File: src/rtl/cc_tag_comparator_nway.sv
// N-way set-associative tag comparator: one-cycle address delay, parallel
// way compare, round-robin victim. Optional counters: CC_TAG_CMP_STATS_EN.
module cc_tag_comparator_nway #(
    parameter int TAG_W    = 17,
    parameter int INDEX_W  = 9,
    parameter int OFFSET_W = 6,
    parameter int WAYS     = 4,
    localparam int WAY_W   = (WAYS > 1) ? $clog2(WAYS) : 1
) (
    input  logic                      clk,
    input  logic                      rst,
    input  logic [TAG_W-1:0]          tag_i,
    input  logic [INDEX_W-1:0]        index_i,
    input  logic [OFFSET_W-1:0]       offset_i,
    input  logic                      hs_pulse_i,
    input  logic                      stall_i,
    input  logic [WAYS*(TAG_W+1)-1:0] rdata_tag_i,
`ifdef CC_TAG_CMP_STATS_EN
    input  logic                      stat_clr_i,
    output logic [31:0]               hit_cnt_o,
    output logic [31:0]               miss_cnt_o,
`endif
    output logic [TAG_W-1:0]          tag_delayed_o,
    output logic [INDEX_W-1:0]        index_delayed_o,
    output logic [OFFSET_W-1:0]       offset_delayed_o,
    output logic                      hit_o,
    output logic                      miss_o,
    output logic [WAYS-1:0]           hit_way_onehot_o,
    output logic [WAY_W-1:0]          hit_way_o,
    output logic [WAY_W-1:0]          victim_way_o,
    output logic                      multi_hit_o
);

    localparam int SLOT_W = TAG_W + 1;

    logic [TAG_W-1:0]    tag_d;
    logic [INDEX_W-1:0]  index_d;
    logic [OFFSET_W-1:0] offset_d;
    logic                pulse_d;
    logic [WAY_W-1:0]    rr_ptr;

    logic [WAYS-1:0]     valid;
    logic [WAYS-1:0]     match;
    logic [WAYS-1:0]     lowest_oh;
    logic                any_match;
    logic                multi_raw;
    logic                all_valid;
    logic [WAY_W-1:0]    match_idx;
    logic [WAY_W-1:0]    invalid_idx;
    logic                accept;

    function automatic logic [WAY_W-1:0] enc_low(input logic [WAYS-1:0] v);
        logic [WAY_W-1:0] r;
        r = '0;
        for (int w = WAYS - 1; w >= 0; w--) begin
            if (v[w]) r = WAY_W'(w);
        end
        return r;
    endfunction

    // Stage 1: capture the request alongside the tag-RAM read.
    always_ff @(posedge clk) begin
        if (rst) begin
            tag_d    <= '0;
            index_d  <= '0;
            offset_d <= '0;
            pulse_d  <= 1'b0;
        end else if (!stall_i) begin
            tag_d    <= tag_i;
            index_d  <= index_i;
            offset_d <= offset_i;
            pulse_d  <= hs_pulse_i;
        end
    end

    assign tag_delayed_o    = tag_d;
    assign index_delayed_o  = index_d;
    assign offset_delayed_o = offset_d;

    always_comb begin
        valid = '0;
        match = '0;
        for (int w = 0; w < WAYS; w++) begin
            valid[w] = rdata_tag_i[w*SLOT_W+TAG_W];
            match[w] = valid[w] &&
                       (rdata_tag_i[w*SLOT_W +: TAG_W] == tag_d);
        end
    end

    // Two's-complement trick isolates the lowest matching way.
    assign lowest_oh   = match & (~match + WAYS'(1));
    assign multi_raw   = |(match & (match - WAYS'(1)));
    assign any_match   = |match;
    assign all_valid   = &valid;
    assign match_idx   = enc_low(match);
    assign invalid_idx = enc_low(~valid);

    assign hit_o            = pulse_d & any_match;
    assign miss_o           = pulse_d & ~any_match;
    assign multi_hit_o      = pulse_d & multi_raw;
    assign hit_way_onehot_o = hit_o ? lowest_oh : '0;
    assign hit_way_o        = hit_o ? match_idx : '0;

    always_comb begin
        victim_way_o = '0;
        if (miss_o) victim_way_o = all_valid ? rr_ptr : invalid_idx;
    end

    assign accept = pulse_d & ~stall_i;

    generate
        if (WAYS > 1) begin : g_rr
            always_ff @(posedge clk) begin
                if (rst) begin
                    rr_ptr <= '0;
                end else if (accept && miss_o && all_valid) begin
                    if (rr_ptr == WAY_W'(WAYS - 1)) rr_ptr <= '0;
                    else                            rr_ptr <= rr_ptr + WAY_W'(1);
                end
            end
        end else begin : g_no_rr
            assign rr_ptr = '0;
        end
    endgenerate

`ifdef CC_TAG_CMP_STATS_EN
    // Counters saturate rather than wrap so long runs never read low.
    always_ff @(posedge clk) begin
        if (rst || stat_clr_i) begin
            hit_cnt_o  <= '0;
            miss_cnt_o <= '0;
        end else if (accept) begin
            if (hit_o && hit_cnt_o != 32'hFFFF_FFFF)
                hit_cnt_o <= hit_cnt_o + 32'd1;
            if (miss_o && miss_cnt_o != 32'hFFFF_FFFF)
                miss_cnt_o <= miss_cnt_o + 32'd1;
        end
    end
`endif

endmodule

File: config.mk
export PLATFORM = sky130hd
export DESIGN_NAME = cc_tag_comparator_nway
export DESIGN_NICKNAME = d
export VERILOG_FILES = /design/src/rtl/cc_tag_comparator_nway.sv
export SDC_FILE = /design/constraint.sdc
export NUM_CORES = 1
export LEC_CHECK = 0
export BUFFER_PORTS_ARGS = -buffer_cell sky130_fd_sc_hd__buf_2
export CAP_MARGIN = 10
export CORE_AREA = 2 2 92 94
export DETAILED_ROUTE_END_ITERATION = 6
export DIE_AREA = 0 0 94 96
export GPL_TIMING_DRIVEN = 0
export PLACE_DENSITY = 0.72
export SYNTH_ARGS = -nofsm -noshare
export SYNTH_HDL_FRONTEND = slang
export SYNTH_SLANG_ARGS = --single-unit
export TNS_END_PERCENT = 10
File: constraint.sdc
create_clock -name clk -period 2.2 [get_ports clk]
set_clock_uncertainty 0.2 [all_clocks]
set_input_delay 0.55 -clock clk [delete_from_list [all_inputs] [get_ports clk]]
set_output_delay 0.55 -clock clk [all_outputs]
set_load 0.005 [all_outputs]
# Word-level counts from Yosys, hierarchy flattened

Cells that the tools add are included.

Div/mod/pow operators: 0
Multipliers: 0
Equal/unequal tests: 5
$add $sub $neg: 3
Reductions and logical operators: 9
Bitwise operators: 10
Muxes and demuxes: 13
Shift-type cells: 0
Magnitude comparators: 0

Operators with widths:

| cell                | count |
|---|---|
| $eq 17x17->1        | 4 |
| $mux 2              | 12 |
| $and 4x4->4         | 2 |
| $not 4->4           | 2 |
| $reduce_or 4->1     | 2 |
| $logic_and 1x1->1   | 6 |
| $add 4x1->4 const B | 1 |
| $and 1x1->1         | 4 |
| $mux 4              | 1 |
| $reduce_and 4->1    | 1 |
| $sub 4x1->4 const B | 1 |
| $add 2x1->2 const B | 1 |
| $eq 2x2->1 const B  | 1 |
| $not 1->1           | 2 |

Memories kept: 0
Latch bits: 0
Memory bits (read-only): 0
Bits in writable memories: 0
Flip-flop bits (word level): 35
Logic and storage cells: 45

# Depth between registers and ports, before layout

Word-level depth: 7
Depth in mapped cells: 8
Depth with buffers taken out: 7

# Worst setup path before layout

No wires, ideal clock.

Kind: in2out
Start point: in rdata_tag_i[52]
End point: out multi_hit_o
Data required time: 1.450 ns
Setup slack: -0.125 ns
Path buffers: 0
Arrival: 1.575 ns
Cell stages on the path: 6
Cells stage by stage: xor2_1 nor4_2 nand4_2 o21ai_0 nand2_1 a21oi_1

Longest elaborated chain between the ends: 6

RTL lines:

| what                | line | source |
|---|---|---|
| from (decl)         | 17   | `input logic [WAYS*(TAG_W+1)-1:0] rdata_tag_i,` |
| $eq 17x17->1 *      | 86   | `(rdata_tag_i[w*SLOT_W +: TAG_W] == tag_d);` |
| $logic_and 1x1->1 * | 85   | `match[w] = valid[w] &&` |
| $sub 4x1->4         | 92   | `assign multi_raw = \|(match & (match - WAYS'(1)));` |
| $and 4x4->4 *       | 92   |  |
| $reduce_or 4->1 *   | 92   |  |
| $and 1x1->1 *       | 100  | `assign multi_hit_o = pulse_d & multi_raw;` |
| to (decl)           | 31   | `output logic multi_hit_o` |

Every way passes the cells marked *; elsewhere a longest branch is shown, timed or not.

# Worst setup path after layout

Start point: reg tag_d[3], in the netlist tag_delayed_o[3]
End point: out multi_hit_o

Longest elaborated chain between the ends: 6
Elaborated cells on any way between the ends: 12
Those cells by class: 1 x add/sub; 4 x eq/ne; 2 x bitwise; 5 x reduce/logical

RTL lines:

| what                   | line | source |
|---|---|---|
| from (decl)            | 36   | `logic [TAG_W-1:0] tag_d;` |
| from (signal assigned) | 69   | `tag_d <= tag_i;` |
| $eq 17x17->1           | 86   |  |
| $logic_and 1x1->1      | 85   |  |
| $sub 4x1->4            | 92   |  |
| $and 4x4->4 *          | 92   |  |
| $reduce_or 4->1 *      | 92   |  |
| $and 1x1->1 *          | 100  |  |

Marked as above.

==> impl_results.md <==
* First-pass detailed-route iteration total at 4
* Floorplan Core Area at 0.008051 sq mm
* Layout cells sized above 1 at 0.5835
* Run status: finished, violations left
* FF+latch count, synth at 35
* Later-pin clock latency in the skew report at 0.28 ns
* Max IR drop VDD at around 0.2 mV
* Via Count at roughly 2400
* Warnings, synthesis at 0
* Row Count at 33
* Number of global-route vias before repair at ~2400
* Overall Global Routing Usage at 0.1742
* Failing checks: setup timing
* Count of fill cells added during filler insertion at between 700 and 800
* Class of the most critical setup path: reg2out
* Buffers on Ports at 148
* Antenna diode instance count at 0
* CTS buffer count at 5
* Weighted congestion reported at the end of routability-driven placement at 0.8162
* Synthesis-to-layout area growth at 58.49%
* Starting Density at 0.2901
* Commonest non-fill, non-tap cell in the layout: sky130_fd_sc_hd__buf_2
* Largest fanout on the critical path at 5
* Drc violations at 0
* Buffer type at the clock tree root: sky130_fd_sc_hd__clkbuf_8
* Number of nets in the finished design at 522
* PD cells at about 450 mW/mm^2
* TritonCTS clock tree: built
* Total standard cell area after synthesis at 0.002336 sq mm
* Total Wirelength at around 8100 microns
* Violation count after the first detailed-route iteration at 62
* First-pass GRT wire length at between 10000 and 15000 microns
* Total congestion overflow at 0
* Top cell type by total area after synthesis: sky130_fd_sc_hd__dfxtp_1
* Half-perimeter wire length after placement at 6293 microns
* Arrival time of the worst setup path at between 2 and 2.5 ns
* Critical path endpoint category: output port
* Unrepaired setup endpoints after global routing: yes
* Seq/Total Area, Yosys at 0.2999
* # H-tree levels at 2
* Post-route setup slack at -0.5814 ns
* Slew headroom at 0.3971
* Type of the most critical hold path: reg2reg
* Mean number of vias per cell at 4.610
* Net count after synthesis at around 360
* Remaining antenna violation count after routing at 0
* Post-route clock period utilization at 1.264
* Portion of synthesized cell area occupied by the leading cell type at 0.2999
* Final worst hold slack at a little under 0.3 ns
* Static leakage at 0.001825 uW
* Count of maximum capacitance violations at 0
* Number of max-slew violations in the final report at 0
* Die Span X at around 94 microns
* Top post-synthesis cells by area: sky130_fd_sc_hd__dfxtp_1, sky130_fd_sc_hd__xnor2_1, sky130_fd_sc_hd__mux2i_1, sky130_fd_sc_hd__xor2_1, sky130_fd_sc_hd__nor2_1
* FMAX at roughly 360 MHz
* Pin count of the biggest net entering global routing at 11
* Sort of element at the start of the critical path: register
* # IOs at between 150 and 200
* Total setup violations reported at the end of the flow at 12
* Setup Total Neg Slack at -5.810 ns
* Finished layout cell area at around 0.0037 sq mm
* Total placed instance area at between 0.003 and 0.004 sq mm
* Commonest cells after routing, fill and taps aside: sky130_fd_sc_hd__buf_2, sky130_fd_sc_hd__nor2_1, sky130_fd_sc_hd__mux2i_1
* Number of standard cells after synthesis at ~250
* Final worst path period need at ~2.8 ns
* Routed wire per std cell at around 16 microns
* Tot Pwr at approximately 1700 uW
* Number of distinct library cells after synthesis at 29
* Maximum clock insertion buffer count at 2
* Syn Area/Cell at 9.233 sq um
* Slew at the pin closest to its max-slew limit at approximately 0.9 ns
* Total Die Area at around 0.0090 sq mm
* Clock slew at reported path FFs at ~0.070 ns
* Worst path required time at between 1 and 1.5 ns
* Die span in y at between 90 and 100 microns
* Antenna violations before repair at 0
* Sink Count at 35
* Hold buffers post-CTS at 0
* Final hold viol count at 0
state kept, by name, indices dropped and copies added, names as in the netlist:
signal            count
tag_delayed_o        17
index_delayed_o       9
offset_delayed_o      6
rr_ptr                2
pulse_d               1
repair_timing:
item	in CTS	in global routing
pin swaps	27	23
gates resized for setup	44	28
endpoints found under the setup margin	12	12
buffers inserted	10	3
metal layers:
| metal | part of all wire | wire length [microns] | up-vias | track usage |
|---|---|---|---|---|
| li1 | - | - | 1162 | - |
| met1 | 0.39 | 3140 | 1113 | 0.1978 |
| met4 | 0.019 | 157 | 0 | 0.07126 |
| met3 | 0.075 | 602 | 12 | 0.04229 |
| met5 | 0 | 0 | - | 0 |
| met2 | 0.52 | 4172 | 101 | 0.3131 |
critical path, cell delays in order (launching register included):
cell	delay (ns)
sky130_fd_sc_hd__dfxtp_2	0.33
sky130_fd_sc_hd__buf_6	0.13
sky130_fd_sc_hd__xnor2_2	0.15
sky130_fd_sc_hd__nand4_1	0.16
sky130_fd_sc_hd__nor3_4	0.26
sky130_fd_sc_hd__nand4_4	0.20
sky130_fd_sc_hd__o21ai_2	0.19
sky130_fd_sc_hd__nand2_1	0.08
sky130_fd_sc_hd__a21oi_2	0.13
sky130_fd_sc_hd__buf_2	0.12
final timing paths:
check / slack (ns) / end / start / cells after the start
setup / recovery: -0.58 / multi_hit_o / tag_delayed_o[3] / 9
hold / removal: 0.30 / index_delayed_o[2] / index_delayed_o[2] / 2
setup reg to reg: -0.02 / rr_ptr[0] / tag_delayed_o[0] / 10
hold reg to reg: 0.30 / index_delayed_o[2] / index_delayed_o[2] / 2
cell usage after synthesis:
master,n
sky130_fd_sc_hd__a21oi_1,4
sky130_fd_sc_hd__and3_1,1
sky130_fd_sc_hd__buf_1,3
sky130_fd_sc_hd__buf_4,16
sky130_fd_sc_hd__buf_6,2
sky130_fd_sc_hd__clkbuf_1,4
sky130_fd_sc_hd__dfxtp_1,35
sky130_fd_sc_hd__ha_1,1
sky130_fd_sc_hd__inv_1,3
sky130_fd_sc_hd__mux2_4,1
sky130_fd_sc_hd__mux2i_1,34
sky130_fd_sc_hd__nand2_1,5
sky130_fd_sc_hd__nand2_2,1
sky130_fd_sc_hd__nand2b_1,3
sky130_fd_sc_hd__nand3_1,2
sky130_fd_sc_hd__nand3_2,1
sky130_fd_sc_hd__nand4_1,14
sky130_fd_sc_hd__nand4_2,3
sky130_fd_sc_hd__nor2_1,37
sky130_fd_sc_hd__nor2b_1,1
sky130_fd_sc_hd__nor3_1,3
sky130_fd_sc_hd__nor3_2,3
sky130_fd_sc_hd__nor4_1,1
sky130_fd_sc_hd__nor4_2,3
sky130_fd_sc_hd__nor4_4,1
sky130_fd_sc_hd__o2111a_1,1
sky130_fd_sc_hd__o21ai_0,2
sky130_fd_sc_hd__xnor2_1,52
sky130_fd_sc_hd__xor2_1,16
stage by stage:
stage	cells	setup slack (ns)	utilization
after floorplan	253	-0.07514	-
after global placement	506	-0.7204	0.4030
after detailed placement	506	-0.7126	0.4030
after CTS	517	-0.5857	0.4430
after global routing	518	-0.7654	0.4598
final	518	-0.5814	0.4598
final cells by class:
type / instances / area (sq um) / area share
buffer: 17 / 138.9 / 0.03751
clock buffer: 6 / 82.58 / 0.02230
clock inverter: 1 / 5.005 / 0.001352
inverter: 3 / 11.26 / 0.003042
multi-input combinational: 190 / 1753 / 0.4735
sequential: 35 / 734.5 / 0.1984
tap: 105 / 131.4 / 0.03548
timing repair buffer: 161 / 845.8 / 0.2285
kinds of logic (layout without fill, tap and decap cells):
kind of cell | count (synthesis) | count (layout) | share of synthesized area
compound gates | 7 | 7 | 0.01768
xor+xnor | 68 | 68 | 0.2550
fa+ha+maj | 1 | 1 | 0.005355
buf+inv | 28 | 188 | 0.07713
flops | 35 | 35 | 0.2999
mux | 35 | 35 | 0.1521
simple gates | 79 | 79 | 0.1928
where the power goes:
group | leakage [uW] | internal, uW | switching, uW | total, uW
Clock | 0.0000470 | 246 | 225 | 471
Sequential | 0.000296 | 669 | 40.6 | 710
Combinational | 0.00148 | 277 | 226 | 503
Total | 0.00182 | 1190 | 492 | 1680
No activity file was read; power rests on OpenSTA's default activity.
